--- src/rtl/sync_fifo_pkg.sv ---
// Shared definitions for the sync_fifo_param block.
//   DEF_WIDTH / DEF_DEPTH : default word width and entry count
//   fifo_status_t         : bundle of the four occupancy flags
//   ptr_w(depth)          : pointer width = index bits + one wrap bit
package sync_fifo_pkg;

  localparam int DEF_WIDTH = 8;
  localparam int DEF_DEPTH = 8;

  typedef struct packed {
    logic full;
    logic empty;
    logic almost_full;
    logic almost_empty;
  } fifo_status_t;

  function automatic int ptr_w(input int depth);
    return $clog2(depth) + 1;
  endfunction

endpackage

--- src/rtl/sync_fifo_param_if.sv ---
// Bus interface for sync_fifo_param.
//   data_in, w_fifo, r_fifo      : driven by the user (master)
//   data_out, rd_valid           : registered read data and its strobe
//   full, empty, almost_full,
//   almost_empty, count          : occupancy status from the FIFO (slave)
//   overflow, underflow          : sticky error flags, present only when
//                                  SYNC_FIFO_ERR_FLAGS_EN is defined
//
// Handshake: a write is taken on a rising edge where w_fifo=1 and full=0;
// a read is taken on a rising edge where r_fifo=1 and empty=0. Requests
// against the opposite flag are dropped. rd_valid marks the cycle after
// a taken read, when data_out carries that word.
interface sync_fifo_param_if
  import sync_fifo_pkg::*;
#(
  parameter int WIDTH = DEF_WIDTH,
  parameter int DEPTH = DEF_DEPTH
) ();

  logic [WIDTH-1:0]        data_in;
  logic                    w_fifo;
  logic                    r_fifo;
  logic [WIDTH-1:0]        data_out;
  logic                    rd_valid;
  logic                    full;
  logic                    empty;
  logic                    almost_full;
  logic                    almost_empty;
  logic [ptr_w(DEPTH)-1:0] count;
`ifdef SYNC_FIFO_ERR_FLAGS_EN
  logic                    overflow;
  logic                    underflow;
`endif

  modport master (
    output data_in, w_fifo, r_fifo,
    input  data_out, rd_valid, full, empty, almost_full, almost_empty, count
`ifdef SYNC_FIFO_ERR_FLAGS_EN
    , input overflow, underflow
`endif
  );

  modport slave (
    input  data_in, w_fifo, r_fifo,
    output data_out, rd_valid, full, empty, almost_full, almost_empty, count
`ifdef SYNC_FIFO_ERR_FLAGS_EN
    , output overflow, underflow
`endif
  );

endinterface

--- src/rtl/sync_fifo_mem.sv ---
// WIDTH x DEPTH register array for sync_fifo_param.
//   clk   : write clock
//   we    : write enable
//   waddr : write index
//   wdata : write data
//   raddr : read index (combinational read)
//   rdata : word at raddr
// Contents are deliberately not reset.
module sync_fifo_mem
  import sync_fifo_pkg::*;
#(
  parameter int WIDTH = DEF_WIDTH,
  parameter int DEPTH = DEF_DEPTH,
  localparam int AW   = $clog2(DEPTH)
) (
  input  logic             clk,
  input  logic             we,
  input  logic [AW-1:0]    waddr,
  input  logic [WIDTH-1:0] wdata,
  input  logic [AW-1:0]    raddr,
  output logic [WIDTH-1:0] rdata
);

  logic [WIDTH-1:0] mem [DEPTH];

  always_ff @(posedge clk) begin
    if (we) mem[waddr] <= wdata;
  end

  assign rdata = mem[raddr];

endmodule

--- src/rtl/sync_fifo_param.sv ---
// Single-clock synchronous FIFO with parametrised width and depth.
//   clk : rising-edge clock
//   rst : asynchronous active-high reset
//   bus : sync_fifo_param_if.slave (data, requests, read data, status)
// Optional macro SYNC_FIFO_ERR_FLAGS_EN adds sticky overflow/underflow
// outputs on the bus.
// Status flags and count are decoded from the pointers only, so no input
// reaches an output without passing through a register.
module sync_fifo_param
  import sync_fifo_pkg::*;
#(
  parameter int WIDTH     = DEF_WIDTH,
  parameter int DEPTH     = DEF_DEPTH,
  parameter int AF_MARGIN = 1,
  parameter int AE_MARGIN = 1
) (
  input  logic             clk,
  input  logic             rst,
  sync_fifo_param_if.slave bus
);

  localparam int PW = ptr_w(DEPTH);
  localparam int AW = PW - 1;
  localparam logic [PW-1:0] AF_LEVEL = PW'(DEPTH - AF_MARGIN);
  localparam logic [PW-1:0] AE_LEVEL = PW'(AE_MARGIN);

  logic [PW-1:0]    wr_ptr;
  logic [PW-1:0]    rd_ptr;
  logic [PW-1:0]    occ;
  logic [WIDTH-1:0] rd_word;
  logic [WIDTH-1:0] dout_q;
  logic             rv_q;
  logic             wr_acc;
  logic             rd_acc;
  fifo_status_t     status;

  // Modular pointer difference is the occupancy, 0..DEPTH.
  assign occ = wr_ptr - rd_ptr;

  // Same slot with opposite wrap bits means the writer lapped the reader.
  assign status.full         = (wr_ptr[AW-1:0] == rd_ptr[AW-1:0]) &&
                               (wr_ptr[AW] != rd_ptr[AW]);
  assign status.empty        = (wr_ptr == rd_ptr);
  assign status.almost_full  = (occ >= AF_LEVEL);
  assign status.almost_empty = (occ <= AE_LEVEL);

  assign wr_acc = bus.w_fifo && !status.full;
  assign rd_acc = bus.r_fifo && !status.empty;

  sync_fifo_mem #(
    .WIDTH (WIDTH),
    .DEPTH (DEPTH)
  ) u_mem (
    .clk   (clk),
    .we    (wr_acc),
    .waddr (wr_ptr[AW-1:0]),
    .wdata (bus.data_in),
    .raddr (rd_ptr[AW-1:0]),
    .rdata (rd_word)
  );

  always_ff @(posedge clk or posedge rst) begin
    if (rst) begin
      wr_ptr <= '0;
      rd_ptr <= '0;
      dout_q <= '0;
      rv_q   <= 1'b0;
    end else begin
      if (wr_acc) wr_ptr <= wr_ptr + PW'(1);
      if (rd_acc) begin
        rd_ptr <= rd_ptr + PW'(1);
        dout_q <= rd_word;
      end
      rv_q <= rd_acc;
    end
  end

  assign bus.data_out     = dout_q;
  assign bus.rd_valid     = rv_q;
  assign bus.full         = status.full;
  assign bus.empty        = status.empty;
  assign bus.almost_full  = status.almost_full;
  assign bus.almost_empty = status.almost_empty;
  assign bus.count        = occ;

`ifdef SYNC_FIFO_ERR_FLAGS_EN
  logic ovf_q;
  logic unf_q;

  // Sticky: any request against the blocking flag latches until reset,
  // including the combined read+write cases at full/empty.
  always_ff @(posedge clk or posedge rst) begin
    if (rst) begin
      ovf_q <= 1'b0;
      unf_q <= 1'b0;
    end else begin
      if (bus.w_fifo && status.full)  ovf_q <= 1'b1;
      if (bus.r_fifo && status.empty) unf_q <= 1'b1;
    end
  end

  assign bus.overflow  = ovf_q;
  assign bus.underflow = unf_q;
`endif

endmodule
--- src/flat_wrapper.sv ---
// flat-port wrapper written by rule: the top's interface ports become plain ports
module sync_fifo_param_flat import sync_fifo_pkg::*;
#(
  parameter int WIDTH     = DEF_WIDTH,
  parameter int DEPTH     = DEF_DEPTH,
  parameter int AF_MARGIN = 1,
  parameter int AE_MARGIN = 1
)
  (clk, rst, bus_data_in, bus_w_fifo, bus_r_fifo, bus_data_out, bus_rd_valid, bus_full, bus_empty, bus_almost_full, bus_almost_empty, bus_count);
  sync_fifo_param_if #(.WIDTH(WIDTH), .DEPTH(DEPTH)) bus_i ();
  input  logic clk;
  input  logic rst;
  input wire logic [$bits(bus_i.data_in)-1:0] bus_data_in;
  input wire logic [$bits(bus_i.w_fifo)-1:0] bus_w_fifo;
  input wire logic [$bits(bus_i.r_fifo)-1:0] bus_r_fifo;
  output wire logic [$bits(bus_i.data_out)-1:0] bus_data_out;
  output wire logic [$bits(bus_i.rd_valid)-1:0] bus_rd_valid;
  output wire logic [$bits(bus_i.full)-1:0] bus_full;
  output wire logic [$bits(bus_i.empty)-1:0] bus_empty;
  output wire logic [$bits(bus_i.almost_full)-1:0] bus_almost_full;
  output wire logic [$bits(bus_i.almost_empty)-1:0] bus_almost_empty;
  output wire logic [$bits(bus_i.count)-1:0] bus_count;
  assign bus_i.data_in = bus_data_in;
  assign bus_i.w_fifo = bus_w_fifo;
  assign bus_i.r_fifo = bus_r_fifo;
  assign bus_data_out = bus_i.data_out;
  assign bus_rd_valid = bus_i.rd_valid;
  assign bus_full = bus_i.full;
  assign bus_empty = bus_i.empty;
  assign bus_almost_full = bus_i.almost_full;
  assign bus_almost_empty = bus_i.almost_empty;
  assign bus_count = bus_i.count;
  sync_fifo_param #(.WIDTH(WIDTH), .DEPTH(DEPTH), .AF_MARGIN(AF_MARGIN), .AE_MARGIN(AE_MARGIN)) u_core (.clk(clk), .rst(rst), .bus(bus_i));
endmodule
--- config.mk ---
export PLATFORM = sky130hd
export DESIGN_NAME = sync_fifo_param_flat
export DESIGN_NICKNAME = d
export VERILOG_FILES = /design/src/rtl/sync_fifo_pkg.sv /design/src/rtl/sync_fifo_param_if.sv /design/src/rtl/sync_fifo_mem.sv /design/src/rtl/sync_fifo_param.sv /design/src/flat_wrapper.sv
export SDC_FILE = /design/constraint.sdc
export NUM_CORES = 1
export LEC_CHECK = 0
export CORE_MARGIN = 2
export CORE_UTILIZATION = 42
export CTS_BUF_LIST = sky130_fd_sc_hd__clkbuf_16
export CTS_CLUSTER_SIZE = 25
export DETAILED_ROUTE_END_ITERATION = 7
export PLACE_DENSITY = 0.59
export SETUP_SLACK_MARGIN = 0.15
export SLEW_MARGIN = 20
export SYNTH_ARGS = -nofsm -noshare
export SYNTH_HDL_FRONTEND = slang
export SYNTH_HIERARCHICAL = 1
export SYNTH_SLANG_ARGS = --single-unit
--- constraint.sdc ---
create_clock -name clk -period 2.8 [get_ports clk]
set_input_delay 0.28 -clock clk [delete_from_list [all_inputs] [get_ports clk]]
set_output_delay 0.28 -clock clk [all_outputs]
set_load 0.1 [all_outputs]
==> results.sh, run 1 <==
export IMPL_route_vias_total=1716
export IMPL_clock_network_latency_to_the_later_pin_of_the_worst_skew_pair_ns=0.33
export IMPL_drc_violation_total_after_the_first_tritonroute_iteration=106
export IMPL_critical_path_endpoint_type="register"
export IMPL_layout_drive_gt1_share_pct=29.20
export IMPL_crit_reg2reg_capture="u_core/u_mem/mem[2][7]$_DFFE_PP_"
export IMPL_clock_path_buffers=2
export IMPL_met3_usage_pct=3.352
export IMPL_postCtsSetupRepairBufs=0
export IMPL_max_freq_mhz=410.1
export IMPL_ctsHoldBuffers=0
export IMPL_finalWorstPathRequiredPeriod_ns=2.438
export IMPL_final_util_pct=54.42
export IMPL_critical_path_slowest_cell="sky130_fd_sc_hd__nor2_1"
export IMPL_die_x_um=94.43
export IMPL_synthesis_nets=196
export IMPL_synth_distinct_cells=32
export IMPL_synth_top_cells_by_area="sky130_fd_sc_hd__edfxtp_1 (56%), sky130_fd_sc_hd__dfrtp_1 (12%), sky130_fd_sc_hd__mux4_1 (11%), sky130_fd_sc_hd__mux2_4 (3.5%), sky130_fd_sc_hd__mux2_2 (3.3%)"
export IMPL_drtPass1Iterations=4
export IMPL_setup_tns_final_ns=0
export IMPL_cp_cell_sequence="ha_1 -> nand3_1 -> o21ai_1 -> inv_1 -> nand2b_1 -> buf_4 -> nor2_1"
export IMPL_floorplan_core_area_mm2=0.007807
export IMPL_route_antenna_remaining_nets=0
export IMPL_root_buffer="sky130_fd_sc_hd__clkbuf_16"
export IMPL_start_util_pct=43.99
export IMPL_cts_sink_count=81
export IMPL_antenna_found_initial=0
export IMPL_port_buffers=28
export IMPL_sequential_cell_area_mm2=0.002347
export IMPL_grt_use_total_pct=15.74
export IMPL_final_hold_viol_count=0
export IMPL_clock_tree_htree_level_count=3
export IMPL_final_routed_wire_length_divided_by_cell_count_um=19.07
export IMPL_area_overhead_of_the_layout_relative_to_synthesis_pct=23.72
export IMPL_gr_total_overflow=0
export IMPL_worst_path_stages=7
export IMPL_place_detailed_hpwl_mm=4.272
export IMPL_synth_commonest_cells="sky130_fd_sc_hd__edfxtp_1 (64), sky130_fd_sc_hd__dfrtp_1 (17), sky130_fd_sc_hd__mux4_1 (15), sky130_fd_sc_hd__inv_1 (10), sky130_fd_sc_hd__mux2_2 (10)"
export IMPL_synth_top_area_share_pct=55.96
export IMPL_first_global_vias=1786
export IMPL_yosys_register_bits=81
export IMPL_cts_tree="done"
export IMPL_num_fill_cells=638
export IMPL_antenna_cells=0
export IMPL_die_outline_height_um=94.43
export IMPL_fin_worst_skew_ns=0.005697
export IMPL_route_detailed_drc=0
export IMPL_status="completed"
export IMPL_headroom_to_the_max_slew_limit_pct=39.12
export IMPL_number_of_flops_mapped_to_enable_cells_by_yosys=64
export IMPL_groute_layer_met1_usage_pct=21.25
export IMPL_grtUsageMet2_pct=24.94
export IMPL_finalWirelength_mm=6.255
export IMPL_clk_pin_slew_worst_paths_ns=0.06
export IMPL_cpLargestDelayFamily="simple AND/OR/NAND/NOR gates"
export IMPL_average_cell_area_after_synthesis_um2=19.30
export IMPL_yosys_warnings=6
export IMPL_criticalPathCategory="reg2reg"
export IMPL_cts_repair_resize_count=0
export IMPL_worst_slew_pin_transition_ns=0.9098
export IMPL_synth_cell_area_mm2=0.003435
export IMPL_cp_arrival_ns=2.39
export IMPL_grt_busiest_layer="met2"
export IMPL_io_pin_count=29
export IMPL_leading_cell_type_by_number_of_instances_after_synthesis="sky130_fd_sc_hd__edfxtp_1"
export IMPL_critical_path_n_buffers_inverters=2
export IMPL_setup_violations_final=0
export IMPL_crit_reg2reg_launch="u_core/wr_ptr[2]$_DFFE_PP0P_"
export IMPL_largest_net_degree_at_the_start_of_global_routing=20
export IMPL_final_max_slew_violation_count=0
export IMPL_cts_inserted_buffers=9
export IMPL_ff2ff_setup_slack_ns=0.36
export IMPL_worst_hold_path_type="in2async"
export IMPL_netlist_top_cell_by_area="sky130_fd_sc_hd__edfxtp_1"
export IMPL_grt_pass1_wl_mm=9.942
export IMPL_worst_path_largest_cell_delay_ns=0.67
export IMPL_yosys_most_used_dff="sky130_fd_sc_hd__edfxtp_1"
export IMPL_placed_cell_area_mm2=0.003926
export IMPL_globalplace_congestion=0.7789
export IMPL_maxCapViolCount=0
export IMPL_yosysSeqAreaShare_pct=68.34
export IMPL_core_rowCount=32
export IMPL_post_synth_inst_count=178
export IMPL_timing_critical_path_required_ns=2.75
export IMPL_design_die_area_mm2=0.008917
export IMPL_worst_path_max_fanout=8
export IMPL_finalNetCount=239
export IMPL_rsz0062_at_grt="no"
export IMPL_post_route_cell_area_mm2=0.004249
export IMPL_multi_input_area_mm2=0.001018
export IMPL_reg2regPathDepth=7
export IMPL_finalCritPeriodShare_pct=87.08
export IMPL_worst_setup_path_start_kind="register"
export IMPL_vias_per_cell=5.232
export IMPL_ys_async_sr_fraction_pct=20.99
==> layout by cell type, fill, tap and decap left out, types with 3 or more instances in the layout <==
| master | n |
|---|---|
| sky130_fd_sc_hd__nor2_1 | 9 |
| sky130_fd_sc_hd__edfxtp_1 | 64 |
| sky130_fd_sc_hd__mux4_1 | 15 |
| sky130_fd_sc_hd__mux2_4 | 8 |
| sky130_fd_sc_hd__inv_1 | 10 |
| sky130_fd_sc_hd__buf_4 | 20 |
| sky130_fd_sc_hd__dfrtp_1 | 17 |
| sky130_fd_sc_hd__mux2_2 | 10 |
| sky130_fd_sc_hd__nand2b_1 | 3 |
| sky130_fd_sc_hd__buf_12 | 7 |
| sky130_fd_sc_hd__a21oi_1 | 4 |
| sky130_fd_sc_hd__ha_1 | 5 |
| sky130_fd_sc_hd__clkdlybuf4s50_1 | 11 |
| sky130_fd_sc_hd__xor2_1 | 3 |
| sky130_fd_sc_hd__xnor2_1 | 5 |
| sky130_fd_sc_hd__clkbuf_16 | 9 |
==> per-stage QoR <==
stage / setup slack, ns / hold slack, ns / std cells
after global placement: 0.4505 / 0.4978 / 312
after global routing: 0.2382 / 0.4154 / 328
after floorplan: 0.1522 / 0.2061 / 178
final: 0.3618 / 0.3439 / 328
after CTS: 0.2879 / 0.3696 / 328
after detailed placement: 0.3185 / 0.5088 / 312
==> worst max-delay path by stage <==
stage | start | end | slack (ns)
2_1_floorplan | u_core/wr_ptr[0]$_DFFE_PP0P_ | bus_count[3] | 0.15
3_3_place_gp | u_core/wr_ptr[2]$_DFFE_PP0P_ | u_core/u_mem/mem[0][5]$_DFFE_PP_ | 0.45
3_5_place_dp | u_core/wr_ptr[2]$_DFFE_PP0P_ | u_core/u_mem/mem[0][5]$_DFFE_PP_ | 0.32
4_1_cts | u_core/wr_ptr[2]$_DFFE_PP0P_ | u_core/u_mem/mem[0][3]$_DFFE_PP_ | 0.29
5_1_grt | u_core/wr_ptr[2]$_DFFE_PP0P_ | u_core/u_mem/mem[2][7]$_DFFE_PP_ | 0.24
6_report | u_core/wr_ptr[2]$_DFFE_PP0P_ | u_core/u_mem/mem[2][7]$_DFFE_PP_ | 0.36
==> cell type report <==
type / count / share of cell area [%]
inverters: 10 / 0.8834
multi-input cells: 81 / 23.97
well taps: 102 / 3.004
flip-flops and latches: 81 / 55.24
repair buffers: 38 / 9.423
clock buffers: 9 / 5.300
clock inverters: 7 / 2.179
==> cells by family (layout without fill, tap and decap cells) <==
family,count (synthesis),in the layout,share of synthesized area (%)
xor gates and xnor gates,9,9,2.514
DFF,81,81,68.34
and+or+nand+nor,22,22,3.170
AOI/OAI and AO/OA,10,10,1.967
buffers and inverters,16,64,2.696
adders and majority gates,6,6,2.404
muxes,34,34,18.91
==> sequential cells by signal, indices dropped and copies added (netlist names) <==
| signal | count |
|---|---|
| u_core/u_mem/mem | 64 |
| u_core/bus.data_out | 8 |
| u_core/rd_ptr | 4 |
| u_core/wr_ptr | 4 |
| u_core/bus.rd_valid | 1 |
==> metal layers <==
| metal | vias to the layer above | wire length [um] | part of all wire, % |
|---|---|---|---|
| met4 | 0 | 98 | 1.6 |
| li1 | 794 | - | - |
| met1 | 872 | 2817 | 45 |
| met3 | 8 | 282 | 4.5 |
| met2 | 42 | 3057 | 49 |
| met5 | - | 0 | 0 |
Power of run 1 is not shown: default switching activity piles up to over one toggle a cycle in this logic, so the estimate is an artifact.
==> run 2: changes to the inputs <==
--- a/config.mk
+++ b/config.mk
@@ -6,11 +6,11 @@
 export NUM_CORES = 1
 export LEC_CHECK = 0
 export CORE_MARGIN = 2
-export CORE_UTILIZATION = 42
+export CORE_UTILIZATION = 25
 export CTS_BUF_LIST = sky130_fd_sc_hd__clkbuf_16
 export CTS_CLUSTER_SIZE = 25
 export DETAILED_ROUTE_END_ITERATION = 7
-export PLACE_DENSITY = 0.59
+export PLACE_DENSITY = 0.39
 export SETUP_SLACK_MARGIN = 0.15
 export SLEW_MARGIN = 20
 export SYNTH_ARGS = -nofsm -noshare
==> run 2 against run 1 <==
Net effect: routed wire length increased by 8.6%; design area grew 3.1%; cell count rose by 23%; non-clock buffer count grew 1; core utilization decreased by 22 points; largest cell class unchanged; critical endpoint is now u_core/u_mem/mem[2][6]$_DFFE_PP_; maximum frequency is 0.50% lower; highest routed layer unchanged; register-to-register slack about the same; critical path depth down 1; global-route usage fell by 5.7 points.
==> results.sh, run 2 (same netlist as run 1, synthesis figures left out) <==
export IMPL_drc_violation_total_after_the_first_tritonroute_iteration=75
export IMPL_max_freq_mhz=408.1
export IMPL_place_detailed_hpwl_mm=4.403
export IMPL_critical_path_n_buffers_inverters=1
export IMPL_gr_total_overflow=0
export IMPL_design_die_area_mm2=0.01469
export IMPL_root_buffer="sky130_fd_sc_hd__clkbuf_16"
export IMPL_clk_pin_slew_worst_paths_ns=0.06
export IMPL_grt_pass1_wl_mm=10.63
export IMPL_area_overhead_of_the_layout_relative_to_synthesis_pct=27.50
export IMPL_mostFrequentLayoutCells="sky130_fd_sc_hd__edfxtp_1 (64), sky130_fd_sc_hd__buf_4 (20), sky130_fd_sc_hd__dfrtp_1 (17)"
export IMPL_largest_net_degree_at_the_start_of_global_routing=20
export IMPL_io_pin_count=29
export IMPL_antenna_found_initial=0
export IMPL_rsz0062_at_grt="yes"
export IMPL_cts_inserted_buffers=9
export IMPL_port_buffers=28
export IMPL_first_global_vias=1735
export IMPL_worst_setup_path_start_kind="register"
export IMPL_layout_cells_most_common="sky130_fd_sc_hd__edfxtp_1"
export IMPL_fin_worst_skew_ns=0.01019
export IMPL_criticalPathCategory="reg2reg"
export IMPL_layout_drive_gt1_share_pct=29.07
export IMPL_critPathCapture="u_core/u_mem/mem[2][6]$_DFFE_PP_"
export IMPL_clock_path_buffers=2
export IMPL_largest_register="u_core/u_mem/mem"
export IMPL_pre_cts_slack_ns=0.3219
export IMPL_sequential_cell_area_mm2=0.002347
export IMPL_route_detailed_drc=0
export IMPL_setup_tns_final_ns=0
export IMPL_die_x_um=121.2
export IMPL_start_util_pct=25.73
export IMPL_ff2ff_setup_slack_ns=0.35
export IMPL_maxCapViolCount=0
export IMPL_cts_sink_count=81
export IMPL_worst_path_largest_cell_delay_ns=0.77
export IMPL_finalWorstPathRequiredPeriod_ns=2.450
export IMPL_num_fill_cells=1317
export IMPL_timing_critical_path_required_ns=2.74
export IMPL_worst_path_max_fanout=8
export IMPL_worst_hold_path_type="in2async"
export IMPL_setup_violations_final=0
export IMPL_timing_critical_path_from="u_core/wr_ptr[2]$_DFFE_PP0P_"
export IMPL_worst_slew_pin_transition_ns=0.9703
export IMPL_cp_arrival_ns=2.39
export IMPL_finalWirelength_mm=6.790
export IMPL_cts_tree="done"
export IMPL_final_hold_viol_count=0
export IMPL_largest_reg_flops=64
export IMPL_critical_path_slowest_cell="sky130_fd_sc_hd__nor2_1"
export IMPL_core_rowCount=42
export IMPL_multi_input_area_mm2=0.001018
export IMPL_die_outline_height_um=121.2
export IMPL_cpLargestDelayFamily="simple AND/OR/NAND/NOR gates"
export IMPL_grt_use_total_pct=10.08
export IMPL_critical_path_endpoint_type="register"
export IMPL_headroom_to_the_max_slew_limit_pct=35.07
export IMPL_cp_cell_sequence="ha_1 -> nand3_1 -> o21ai_1 -> inv_1 -> nand2b_1 -> nor2_1"
export IMPL_postCtsSetupRepairBufs=0
export IMPL_clock_tree_htree_level_count=3
export IMPL_final_routed_wire_length_divided_by_cell_count_um=16.85
export IMPL_crit_reg2reg_launch="u_core/wr_ptr[2]$_DFFE_PP0P_"
export IMPL_globalplace_congestion=0.7127
export IMPL_antenna_cells=0
export IMPL_worst_path_stages=6
export IMPL_route_vias_total=1669
export IMPL_floorplan_core_area_mm2=0.01335
export IMPL_finalNetCount=240
export IMPL_route_antenna_remaining_nets=0
export IMPL_drtPass1Iterations=4
export IMPL_finalCritPeriodShare_pct=87.52
export IMPL_vias_per_cell=4.141
export IMPL_final_max_slew_violation_count=0
export IMPL_reg2regPathDepth=6
export IMPL_status="completed"
export IMPL_clock_network_latency_to_the_later_pin_of_the_worst_skew_pair_ns=0.33
export IMPL_timing_final_ws_setup_ns=0.3495
export IMPL_crit_reg2reg_capture="u_core/u_mem/mem[2][6]$_DFFE_PP_"
==> run 2: layer usage <==
layer	vias up	GRT usage, %	wire (um)
li1	789	-	-
met1	854	14.15	3243
met2	24	15.03	3245
met3	2	3.336	262
met4	0	2.586	38
met5	-	0	0
==> run 2: worst min-delay path by stage <==
stage                                    endpoint  slack [ns]  depth (start not counted)
2_1_floorplan  u_core/bus.data_out[0]$_DFFE_PP0P_        0.21                          1
3_3_place_gp   u_core/bus.data_out[4]$_DFFE_PP0P_        0.50                          1
3_5_place_dp   u_core/bus.data_out[7]$_DFFE_PP0P_        0.50                          1
4_1_cts        u_core/bus.data_out[1]$_DFFE_PP0P_        0.39                          2
5_1_grt        u_core/bus.data_out[1]$_DFFE_PP0P_        0.42                          2
6_report       u_core/bus.data_out[4]$_DFFE_PP0P_        0.36                          2
==> run 2: timing repair <==
item,CTS,global route
endpoints found under the hold margin,0,0
gates resized for setup,0,2
hold buffers,0,0
setup endpoints to repair,0,11
==> run 2: stage by stage <==
step | util [%] | hold WS, ns | area [um2] | cells
after floorplan | - | 0.2061 | 3453 | 178
after global placement | 30.26 | 0.4996 | 4039 | 387
after detailed placement | 30.26 | 0.5044 | 4039 | 387
after CTS | 32.77 | 0.3859 | 4374 | 403
after global routing | 32.81 | 0.4237 | 4379 | 403
final | 32.81 | 0.3561 | 4379 | 403
==> run 2: cell type report <==
cell class / count / share of cell area (%)
clock buffers: 9 / 5.143
repair buffers: 39 / 9.600
well taps: 176 / 5.029
inverters: 10 / 0.8571
flip-flops and latches: 81 / 53.60
clock inverters: 7 / 2.514
multi-input cells: 81 / 23.26
Power of run 2 is left out for the same reason.
==> run 3: changes to the inputs <==
--- a/config.mk
+++ b/config.mk
@@ -12,6 +12,7 @@
 export DETAILED_ROUTE_END_ITERATION = 7
 export PLACE_DENSITY = 0.39
 export SETUP_SLACK_MARGIN = 0.15
+export SKIP_LAST_GASP = 1
 export SLEW_MARGIN = 20
 export SYNTH_ARGS = -nofsm -noshare
 export SYNTH_HDL_FRONTEND = slang
==> results of run 3 <==
Final layout, timing and power as in run 2 (identical DEF).
Power of run 3 is left out for the same reason.
